## config.mk

```make
export PLATFORM = sky130hd
export DESIGN_NAME = fir_coeff_loader
export DESIGN_NICKNAME = d
export VERILOG_FILES = /design/src/rtl/fir_coeff_loader_pkg.sv /design/src/rtl/fir_coeff_loader.sv
export SDC_FILE = /design/constraint.sdc
export NUM_CORES = 1
export LEC_CHECK = 0
export ABC_CLOCK_PERIOD_IN_PS = 6000
export CAP_MARGIN = 20
export CORE_MARGIN = 4
export CORE_UTILIZATION = 35
export DETAILED_ROUTE_END_ITERATION = 8
export PLACE_DENSITY = 0.7
export SYNTH_ARGS = -nofsm -noshare
export SYNTH_HDL_FRONTEND = slang
export SYNTH_SLANG_ARGS = --single-unit
```

## constraint.sdc

```tcl
create_clock -name clk -period 6 [get_ports clk]
set_clock_uncertainty 0.15 [all_clocks]
set_input_delay 1.5 -clock clk [delete_from_list [all_inputs] [get_ports clk]]
set_output_delay 1.5 -clock clk [all_outputs]
set_load 0.01 [all_outputs]
```

## src/rtl/fir_coeff_loader_pkg.sv

```systemverilog
// Shared definitions for the FIR coefficient loader: control-word layout,
// opcodes, FSM state encoding and small helpers used by the loader.
package fir_coeff_loader_pkg;

    localparam int TAP_DEFAULT       = 32;
    localparam int DIM_COEFF_DEFAULT = 16;
    localparam int GAP_DEFAULT       = 2;
    localparam int CR_W              = 32;

    localparam logic [3:0] OP_CLR = 4'h1;
    localparam logic [3:0] OP_STO = 4'h2;

    localparam int COEFF_MSB = 31;
    localparam int COEFF_LSB = 16;
    localparam int IDX_MSB   = 15;
    localparam int IDX_LSB   = 8;
    localparam int OP_MSB    = 7;
    localparam int OP_LSB    = 4;

    typedef enum logic [2:0] {
        ST_IDLE  = 3'd0,
        ST_CLEAR = 3'd1,
        ST_WAIT  = 3'd2,
        ST_FETCH = 3'd3,
        ST_WRITE = 3'd4,
        ST_FLUSH = 3'd5,
        ST_DONE  = 3'd6
    } state_t;

    // Assemble a FIR control word; the low nibble is reserved and always zero.
    function automatic logic [CR_W-1:0] make_cr(
        input logic [COEFF_MSB-COEFF_LSB:0] coeff,
        input logic [IDX_MSB-IDX_LSB:0]     idx,
        input logic [OP_MSB-OP_LSB:0]       op
    );
        logic [CR_W-1:0] cr;
        cr                    = '0;
        cr[COEFF_MSB:COEFF_LSB] = coeff;
        cr[IDX_MSB:IDX_LSB]     = idx;
        cr[OP_MSB:OP_LSB]       = op;
        return cr;
    endfunction

    function automatic logic n_taps_legal(input logic [7:0] n, input int tap);
        return (n != 8'd0) && (int'(n) <= tap);
    endfunction

endpackage

```

## src/rtl/fir_coeff_loader.sv

```systemverilog
// Sequencer that streams a coefficient set into the FIR control register,
// freezing the FIR while loading and clearing its accumulators at the end.
module fir_coeff_loader
    import fir_coeff_loader_pkg::*;
#(
    parameter int TAP       = TAP_DEFAULT,
    parameter int DIM_COEFF = DIM_COEFF_DEFAULT,
    parameter int GAP       = GAP_DEFAULT
) (
    input  logic                 clk,
    input  logic                 rst,
    input  logic                 start,
    input  logic [7:0]           n_taps,
    input  logic                 coeff_valid,
    input  logic [DIM_COEFF-1:0] coeff_data,
    output logic                 coeff_ready,
    output logic                 we_out,
    output logic [CR_W-1:0]      cr_out,
    output logic                 fir_stall,
    output logic                 fir_clr,
    output logic                 busy,
    output logic                 done,
    output logic                 err
);

    localparam logic [3:0] GAP_LOAD = 4'(GAP - 1);

    state_t          state_q, state_d;
    logic [7:0]      index_q, index_d;
    logic [7:0]      n_taps_q, n_taps_d;
    logic [3:0]      gap_cnt_q, gap_cnt_d;
    logic [CR_W-1:0] cr_q, cr_d;
    logic            we_q, we_d;
    logic            ready_q, ready_d;
    logic            stall_q, stall_d;
    logic            clr_q, clr_d;
    logic            busy_q, busy_d;
    logic            done_q, done_d;
    logic            err_q, err_d;
    logic [7:0]      index_after;

    // Next-state logic; outputs below are derived from the state being entered
    // so that every output can come straight from a flop.
    always_comb begin
        state_d     = state_q;
        index_d     = index_q;
        n_taps_d    = n_taps_q;
        gap_cnt_d   = gap_cnt_q;
        cr_d        = cr_q;
        err_d       = 1'b0;
        index_after = index_q;

        unique case (state_q)
            ST_IDLE: begin
                if (start) begin
                    if (n_taps_legal(n_taps, TAP)) begin
                        n_taps_d = n_taps;
                        index_d  = 8'd0;
                        cr_d     = make_cr(16'h0000, 8'h00, OP_CLR);
                        state_d  = ST_CLEAR;
                    end else begin
                        err_d = 1'b1;
                    end
                end
            end
            ST_CLEAR, ST_WRITE: begin
                if (state_q == ST_WRITE) begin
                    index_after = index_q + 8'd1;
                end
                index_d   = index_after;
                gap_cnt_d = GAP_LOAD;
                if (GAP != 0) begin
                    state_d = ST_WAIT;
                end else if (index_after < n_taps_q) begin
                    state_d = ST_FETCH;
                end else begin
                    state_d = ST_FLUSH;
                end
            end
            ST_WAIT: begin
                if (gap_cnt_q == 4'd0) begin
                    state_d = (index_q < n_taps_q) ? ST_FETCH : ST_FLUSH;
                end else begin
                    gap_cnt_d = gap_cnt_q - 4'd1;
                end
            end
            ST_FETCH: begin
                if (coeff_valid && ready_q) begin
                    cr_d    = make_cr(16'(coeff_data), index_q, OP_STO);
                    state_d = ST_WRITE;
                end
            end
            ST_FLUSH: state_d = ST_DONE;
            ST_DONE:  state_d = ST_IDLE;
            default:  state_d = ST_IDLE;
        endcase

        we_d    = (state_d == ST_CLEAR) || (state_d == ST_WRITE);
        ready_d = (state_d == ST_FETCH);
        clr_d   = (state_d == ST_FLUSH);
        done_d  = (state_d == ST_DONE);
        busy_d  = (state_d != ST_IDLE) && (state_d != ST_DONE);
        stall_d = busy_d;
    end

    always_ff @(posedge clk) begin
        if (rst) begin
            state_q   <= ST_IDLE;
            index_q   <= 8'd0;
            n_taps_q  <= 8'd0;
            gap_cnt_q <= 4'd0;
            cr_q      <= '0;
            we_q      <= 1'b0;
            ready_q   <= 1'b0;
            stall_q   <= 1'b0;
            clr_q     <= 1'b0;
            busy_q    <= 1'b0;
            done_q    <= 1'b0;
            err_q     <= 1'b0;
        end else begin
            state_q   <= state_d;
            index_q   <= index_d;
            n_taps_q  <= n_taps_d;
            gap_cnt_q <= gap_cnt_d;
            cr_q      <= cr_d;
            we_q      <= we_d;
            ready_q   <= ready_d;
            stall_q   <= stall_d;
            clr_q     <= clr_d;
            busy_q    <= busy_d;
            done_q    <= done_d;
            err_q     <= err_d;
        end
    end

    assign coeff_ready = ready_q;
    assign we_out      = we_q;
    assign cr_out      = cr_q;
    assign fir_stall   = stall_q;
    assign fir_clr     = clr_q;
    assign busy        = busy_q;
    assign done        = done_q;
    assign err         = err_q;

endmodule

```

==> results of run 1 <==
==> layout by cell type (no fill, tap or decap), types with 3 or more instances in the layout <==
cell type / synthesis / layout
a21oi_1: 14 / 14
a22oi_1: 25 / 25
a311oi_1: 3 / 3
and3_1: 3 / 3
buf_4: 8 / 3
clkbuf_8: 0 / 5
clkdlybuf4s50_1: 0 / 60
conb_1: 1 / 6
dfxtp_1: 55 / 55
ha_1: 10 / 10
inv_1: 12 / 12
nand2_1: 24 / 24
nand2b_1: 4 / 4
nand3_1: 6 / 6
nor2_1: 41 / 41
nor3_1: 8 / 7
nor3b_1: 3 / 3
or3_1: 4 / 4
xnor2_1: 3 / 3
==> cell usage after synthesis, drive strengths merged, types with 2 or more instances <==
library cell   n
nor3           8
nand2b         4
or3            4
and3           3
a211oi         2
dfxtp         55
o21ai          3
a21oi         14
nand4          2
a311oi         3
nor2b          2
inv           12
buf           13
o21a           2
xor2           2
nor2          42
xnor2          3
o211ai         2
nand3          6
or2            2
or4            3
mux2i          2
nor3b          3
nand2         24
nor4           3
or3b           2
ha            10
clkbuf        10
a22oi         25
==> routing by layer <==
metal | vias up | global-route usage | wire length, µm
li1 | 1077 | - | -
met1 | 1001 | 0.199 | 2960
met2 | 62 | 0.235 | 2590
met3 | 5 | 0.0525 | 502
met4 | 0 | 0.0334 | 48
met5 | - | 0 | 0
==> logic make-up after synthesis <==
family | Yosys count | share of synthesized area
XOR/XNOR | 5 | 0.0176
adder cells (fa/ha/maj) | 10 | 0.0504
AO/OA/AOI/OAI | 59 | 0.172
multiplexers | 2 | 0.00806
buffers and inverters | 35 | 0.0695
AND/OR/NAND/NOR | 114 | 0.238
other | 1 | 0.00151
flip-flops | 55 | 0.443
==> final cells by class <==
type,count,area (µm²)
fill,669,3590
clock inverter,3,47.5
sequential,55,1100
inverter,12,45.0
clock buffer,5,68.8
multi-input combinational,196,1240
timing repair buffer,63,623
tap,96,120
==> power breakdown <==
part	internal, mW	switching (mW)
clock network	0.127	0.133
logic	0.0328	0.0322
registers	0.369	0.00425
==> worst reg2reg max path, cell delays in order, from the launching register on <==
cell	delay, ns
dfxtp_1	0.36
ha_1	0.33
and4_1	0.24
or3b_2	0.47
a311o_1	0.41
nor4_1	0.26
==> path summary, 6_finish.rpt <==
| check | to | from | slack [ns] |
|---|---|---|---|
| setup / recovery | index_q[7] | n_taps[4] | 2.46 |
| hold / removal | n_taps_q[7] | n_taps_q[7] | 0.30 |
| setup reg to reg | fir_clr | index_q[7] | 3.70 |
| hold reg to reg | n_taps_q[7] | n_taps_q[7] | 0.30 |
==> flip-flops by register name, indices dropped and copies added, names as in the netlist <==
signal       count
we_out           1
done             1
coeff_ready      1
err              1
state_q          3
fir_clr          1
index_q          8
cr_out          26
gap_cnt_q        4
busy             1
n_taps_q         8
==> impl_metrics.tcl, run 1 <==
set metrics [dict create \
    period_needed_ns 3.54 \
    syn_area_mm2 0.00248 \
    max-slew-margin-rel 0.577 \
    track_usage 0.150 \
    cts_tree "yes" \
    fmax_mhz 282 \
    drtIter0Drc 85 \
    cts-root-buf "clkbuf_8" \
    die_w_um 92.3 \
    drv_cap 0 \
    path_clk_slew_ns 0.10 \
    drc 0 \
    status "finished, final reports clean" \
    synth_area_leaders "dfxtp_1, a22oi_1, nor2_1" \
    numCtsBuffers 5 \
    post_cts_buffers 0 \
    finalSetupTns_ns 0 \
    hold_path_depth 2 \
    rsz0062_at_grt "false" \
    yosysTopAreaCellShare 0.443 \
    r2r_cells 5 \
    wire_per_inst_um 14.2 \
    critPathCaptureType "flip-flop" \
    cts_buffer_depth 2 \
    io_buffers 60 \
    tightest_slew_ns 0.630 \
    synthArstFlopShare 0 \
    row_count 30 \
    seq_area_frac_synth 0.443 \
    start_kind "input port" \
    peakVddDrop_uv 116 \
    start_util 0.364 \
    ant_nets 0 \
    hold_class "reg -> reg" \
    dieArea_mm2 0.00851 \
    cp.depth 6 \
    overflow 0 \
    finalSetupViolations 0 \
    critPathMaxStageDelay_ns 0.60 \
    worstPathCellList "clkdlybuf4s50_1, or4_4, o21ai_2, a41oi_2, or4_1, a21oi_1" \
    grt_max_degree 48 \
    final_nets 371 \
    synthCells 281 \
    cp.arrival_ns 3.64 \
    drtPass1Iterations 4 \
    worst-path-buf-inv 1 \
    worstSetupPathType "in -> reg" \
    yosysWarnings 0 \
    ys.flop_type "dfxtp_1" \
    dp.cells 422 \
    synth.avg_cell_area_um2 8.84 \
    clkLatencyLatePin_ns 0.32 \
    final_core_util 0.475 \
    yosysTopAreaCell "dfxtp_1" \
    hold_slack_ns 0.303 \
    vias 2145 \
    cts_hold_buf 0 \
    antenna_found_initial 0 \
    diodes 0 \
    die_y_um 92.3 \
    dp_slack_ns 2.17 \
    p_leak_nw 1.14 \
    cts.sinks 55 \
    dpl_cell_area_mm2 0.00313 \
    cp_max_fo 7 \
    ctsResizeCount 0 \
    gp_congestion 0.911 \
    finalInstanceArea_mm2 0.00324 \
    synth_edf_count 0 \
    viasPerCell 4.99 \
    dpl.hpwl_um 4350 \
    core_mm2 0.00683 \
    critPathTopFamily "simple AND/OR/NAND/NOR gates" \
    h-tree-depth 2 \
    slew_viol_final 0 \
    power_uw 698 \
    drive_above_1_share 0.0749 \
    layoutNonFillerInstCount 430 \
    area_growth_pct 30.5 \
    routed_wl_um 6100 \
    fin_crit_sh 0.590 \
    required_ns 6.10 \
    cpMaxStageDelayCell "or4_4" \
    cellPowerDensity_mw_per_mm2 215 \
    grt_pass1_vias 2138 \
    grt_first_pass_wirelength_um 10400 \
    finalWorstSetupSlack_ns 2.46 \
    hold_viol_final 0 \
    synth_seq_cells 55 \
    ys_types 53 \
    io_pins 67 \
]
Note: power is estimated with default switching activity, not from simulation.
==> run 2, diff against run 1 <==
--- a/config.mk
+++ b/config.mk
@@ -5,12 +5,12 @@
 export SDC_FILE = /design/constraint.sdc
 export NUM_CORES = 1
 export LEC_CHECK = 0
-export ABC_CLOCK_PERIOD_IN_PS = 6000
+export ABC_CLOCK_PERIOD_IN_PS = 2900
 export CAP_MARGIN = 20
 export CORE_MARGIN = 4
 export CORE_UTILIZATION = 35
 export DETAILED_ROUTE_END_ITERATION = 8
-export PLACE_DENSITY = 0.7
+export PLACE_DENSITY = 0.72
 export SYNTH_ARGS = -nofsm -noshare
 export SYNTH_HDL_FRONTEND = slang
 export SYNTH_SLANG_ARGS = --single-unit
==> constraint.sdc (replaced) <==
create_clock -name clk -period 2.9 [get_ports clk]
set_clock_uncertainty 0.15 [all_clocks]
set_input_delay 0.725 -clock clk [delete_from_list [all_inputs] [get_ports clk]]
set_output_delay 0.725 -clock clk [all_outputs]
set_load 0.01 [all_outputs]
==> run 2 against run 1 <==
Compared with the run above: flip-flop and latch count did not move; via count is 4.7% higher; die area unchanged; critical endpoint unchanged; worst setup slack worse by 2.3 ns; critical path depth unchanged; register-to-register slack got worse by 3.1 ns; critical path type unchanged.
==> impl_metrics.tcl, run 2 (synthesis gave the netlist of run 1 again) <==
set metrics [dict create \
    finalSetupTns_ns 0 \
    path_clk_slew_ns 0.10 \
    p_seq_frac 0.571 \
    slew_viol_final 0 \
    largest_reg_flops 26 \
    dp.cells 433 \
    h-tree-depth 2 \
    layout_common_cells "clkdlybuf4s50_1, dfxtp_1, nor2_1, a22oi_1, nand2_1" \
    drc 0 \
    diodes 0 \
    start_util 0.364 \
    viasPerCell 5.09 \
    start_kind "input port" \
    post_cts_buffers 0 \
    dieArea_mm2 0.00851 \
    power_frac_comb 0.109 \
    grt_max_degree 47 \
    p_clk_frac 0.320 \
    max-slew-margin-rel 0.581 \
    io_buffers 60 \
    cts-root-buf "clkbuf_8" \
    critPathCaptureType "flip-flop" \
    critPathMaxStageDelay_ns 0.59 \
    cts.sinks 55 \
    grt_pass1_vias 2156 \
    cp.arrival_ns 2.82 \
    cts_hold_buf 0 \
    routed_wl_um 6110 \
    drtIter0Drc 199 \
    p_leak_nw 1.18 \
    die_w_um 92.3 \
    fin_crit_sh 0.935 \
    tightest_slew_ns 0.624 \
    layoutNonFillerInstCount 441 \
    gp_congestion 0.853 \
    io_pins 67 \
    period_needed_ns 2.71 \
    drtPass1Iterations 4 \
    cts_tree "yes" \
    layout_commonest_cell "clkdlybuf4s50_1" \
    row_count 30 \
    track_usage 0.144 \
    fmax_mhz 369 \
    numCtsBuffers 5 \
    cts_buffer_depth 2 \
    peakVddDrop_uv 191 \
    worstSetupPathType "in -> reg" \
    internal-power_mw 1.02 \
    dpl.hpwl_um 4420 \
    status "finished, final reports clean" \
    final_core_util 0.485 \
    core_mm2 0.00683 \
    hold_class "reg -> reg" \
    finalSetupViolations 0 \
    drive_above_1_share 0.101 \
    wire_per_inst_um 13.9 \
    area_growth_pct 33.2 \
    rsz0062_at_grt "false" \
    hold_viol_final 0 \
    cellPowerDensity_mw_per_mm2 408 \
    required_ns 3.01 \
    vias 2246 \
    hold_slack_ns 0.300 \
    power_switching_uw 337 \
    ctsResizeCount 0 \
    die_y_um 92.3 \
    grt_first_pass_wirelength_um 10100 \
    swShare 0.249 \
    ant_nets 0 \
    cpMaxStageDelayCell "or4_4" \
    antenna_found_initial 0 \
    worstPathCellList "clkdlybuf4s50_1, or4_4, o21ai_2, a41oi_2, or4_1, a21oi_1" \
    final_nets 382 \
    drv_cap 0 \
    clkLatencyLatePin_ns 0.32 \
    overflow 0 \
    cp_max_fo 7 \
]
-- run 2: cell types whose count changed in the layout (fill, tap and decap cells not counted) --
cell / delta
clkinvlp_4: +1
bufinv_16: -1
buf_4: +10
clkbuf_1: +1
clkinv_4: -1
buf_12: +1
-- run 2: layout make-up --
type                    count  area, µm²
clock buffers               6       72.6
multi-input cells         196       1240
inverters                  12       45.0
repair buffers             74        718
clock inverters             2       16.3
well taps                  96        120
flip-flops and latches     55       1100
fillers                   665       3520
-- run 2: path summary, 6_finish.rpt --
check                           slack, ns          end        start  cells after the start
worst min-delay path                 0.30  n_taps_q[7]  n_taps_q[7]                      2
worst max register to register       0.62      fir_clr   index_q[7]                      5
worst min register to register       0.30  n_taps_q[7]  n_taps_q[7]                      2
worst max-delay path                 0.19   index_q[7]    n_taps[4]                      6
-- run 2: per-stage QoR --
stage	area, µm²	setup slack [ns]	total power [mW]
finish	3310	0.189	1.35
global route	3310	0.119	1.40
CTS	3310	0.187	1.36
detailed placement	3220	-0.152	0.936
global placement	3220	-0.0953	0.933
floorplan	2500	0.425	0.866
-- run 2: critical path, delay by kind of cell --
| family | cells | cell delay, ns |
|---|---|---|
| buffers and inverters | 1 | 0.42 |
| AO/OA/AOI/OAI | 3 | 0.53 |
| AND/OR/NAND/NOR | 2 | 1.13 |
-- run 2: power groups by stage --
| stage | registers (mW) | logic (mW) | clock network [mW] |
|---|---|---|---|
| after floorplan | 0.787 | 0.0787 | 0 |
| after global placement | 0.789 | 0.144 | 0 |
| after detailed placement | 0.789 | 0.147 | 0 |
| after CTS | 0.772 | 0.148 | 0.446 |
| after global routing | 0.773 | 0.160 | 0.470 |
| final | 0.772 | 0.147 | 0.433 |
-- run 2: layer usage --
metal	up-vias	GRT usage	share of wire
met5	-	0	0
met4	0	0.0446	0.013
met3	8	0.0476	0.082
met2	80	0.234	0.46
met1	1051	0.181	0.45
li1	1107	-	-
==> run 3, diff against run 2 <==
--- a/config.mk
+++ b/config.mk
@@ -10,6 +10,7 @@
 export CORE_MARGIN = 4
 export CORE_UTILIZATION = 35
 export DETAILED_ROUTE_END_ITERATION = 8
+export MAX_ROUTING_LAYER = met4
 export PLACE_DENSITY = 0.72
 export SYNTH_ARGS = -nofsm -noshare
 export SYNTH_HDL_FRONTEND = slang
==> constraint.sdc (replaced) <==
create_clock -name clk -period 2.9 [get_ports clk]
set_clock_uncertainty 0.15 [all_clocks]
set_input_delay 0.725 -clock clk [delete_from_list [all_inputs] [get_ports clk]]
set_output_delay 0.725 -clock clk [all_outputs]
set_load 0.005 [all_outputs]
==> run 3 against run 2 <==
Compared with the run above: count of clock-buffer cells in the layout unchanged; die area unchanged; sequential power about the same; register-to-register slack about the same; core utilization unchanged; non-clock buffer count unchanged; flip-flop and latch count unchanged; design area unchanged; power down 0.27%; largest power group unchanged.
==> impl_metrics.tcl, run 3 (synthesis gave the netlist of run 1 again) <==
set metrics [dict create \
    vias 2234 \
    start_kind "input port" \
    dpl.hpwl_um 4420 \
    required_ns 3.01 \
    ant_nets 0 \
    p_clk_frac 0.321 \
    post_cts_buffers 0 \
    grt_max_degree 47 \
    power_mw 1.35 \
    start_util 0.364 \
    slew_viol_final 0 \
    rsz0062_at_grt "false" \
    dp_slack_ns -0.152 \
    cts_tree "yes" \
    peakVddDrop_uv 191 \
    drtIter0Drc 159 \
    drv_cap 0 \
    antenna_found_initial 0 \
    area_growth_pct 33.2 \
    wire_per_inst_um 13.9 \
    diodes 0 \
    io_pins 67 \
    hold_viol_final 0 \
    p_leak_nw 1.18 \
    fmax_mhz 369 \
    die_y_um 92.3 \
    path_clk_slew_ns 0.10 \
    max-slew-margin-rel 0.595 \
    period_needed_ns 2.71 \
    internal-power_mw 1.01 \
    track_usage 0.148 \
    hold_class "reg -> reg" \
    worstSetupPathType "in -> reg" \
    fin_crit_sh 0.935 \
    finalSetupViolations 0 \
    row_count 30 \
    cts_buffer_depth 2 \
    core_mm2 0.00683 \
    ctsResizeCount 0 \
    die_w_um 92.3 \
    critPathCaptureType "flip-flop" \
    largest_reg_flops 26 \
    routed_wl_um 6110 \
    layout_commonest_cell "clkdlybuf4s50_1" \
    h-tree-depth 2 \
    cp.arrival_ns 2.82 \
    swShare 0.247 \
    cts-root-buf "clkbuf_8" \
    io_buffers 60 \
    status "finished, final reports clean" \
    critPathMaxStageDelay_ns 0.59 \
    gp_congestion 0.867 \
    final_nets 382 \
    cpMaxStageDelayCell "or4_4" \
    cellPowerDensity_mw_per_mm2 407 \
    cts_hold_buf 0 \
    p_seq_frac 0.572 \
    tightest_slew_ns 0.604 \
    power_switching_uw 333 \
    grt_pass1_vias 2153 \
    clkLatencyLatePin_ns 0.32 \
    drtPass1Iterations 4 \
    cts.sinks 55 \
    viasPerCell 5.07 \
    cp_max_fo 7 \
    overflow 0 \
    drive_above_1_share 0.101 \
    layout_common_cells "clkdlybuf4s50_1, dfxtp_1, nor2_1, a22oi_1, nand2_1" \
    worstPathCellList "clkdlybuf4s50_1, or4_4, o21ai_2, a41oi_2, or4_1, a21oi_1" \
    grt_first_pass_wirelength_um 10100 \
    numCtsBuffers 5 \
    power_frac_comb 0.107 \
    drc 0 \
    hold_slack_ns 0.300 \
    finalWorstSetupSlack_ns 0.188 \
    dieArea_mm2 0.00851 \
]
==> run 3: power by group through the flow <==
| stage | combinational, mW | sequential (mW) | clock (mW) |
|---|---|---|---|
| finish | 0.144 | 0.772 | 0.433 |
| global route | 0.157 | 0.773 | 0.470 |
| CTS | 0.144 | 0.772 | 0.446 |
| detailed placement | 0.143 | 0.789 | 0 |
| global placement | 0.141 | 0.789 | 0 |
| floorplan | 0.0765 | 0.786 | 0 |
==> run 3: layout make-up <==
| cell class | instances | area (µm²) |
|---|---|---|
| Fill cell | 665 | 3520 |
| Multi-Input combinational cell | 196 | 1240 |
| Sequential cell | 55 | 1100 |
| Timing Repair Buffer | 74 | 718 |
| Tap cell | 96 | 120 |
| Clock buffer | 6 | 72.6 |
| Inverter | 12 | 45.0 |
| Clock inverter | 2 | 16.3 |
==> run 3: path summary, 6_finish.rpt <==
kind,startpoint,to,slack (ns),cells after the start
setup / recovery,n_taps[4],index_q[7],0.19,6
hold / removal,n_taps_q[7],n_taps_q[7],0.30,2
setup reg to reg,index_q[7],fir_clr,0.62,5
hold reg to reg,n_taps_q[7],n_taps_q[7],0.30,2
==> run 3: worst max-delay path, delay by kind of cell <==
family / cells / cell delay, ns
simple gates: 2 / 1.13
compound gates: 3 / 0.53
buf+inv: 1 / 0.42
==> run 3: per-stage QoR <==
step,utilization,instances,area (µm²),TNS [ns]
2_1_floorplan,-,286,2500,0
6_report,0.485,441,3310,0
5_1_grt,0.485,441,3310,0
3_5_place_dp,0.472,433,3220,-0.412
4_1_cts,0.485,441,3310,0
3_3_place_gp,0.472,433,3220,-0.225
==> run 3: metal layers <==
layer,track usage,part of all wire,up-vias
met5,-,0,-
met4,0.0446,0.013,0
met3,0.0427,0.080,8
met2,0.235,0.46,79
met1,0.183,0.45,1042
li1,-,-,1105
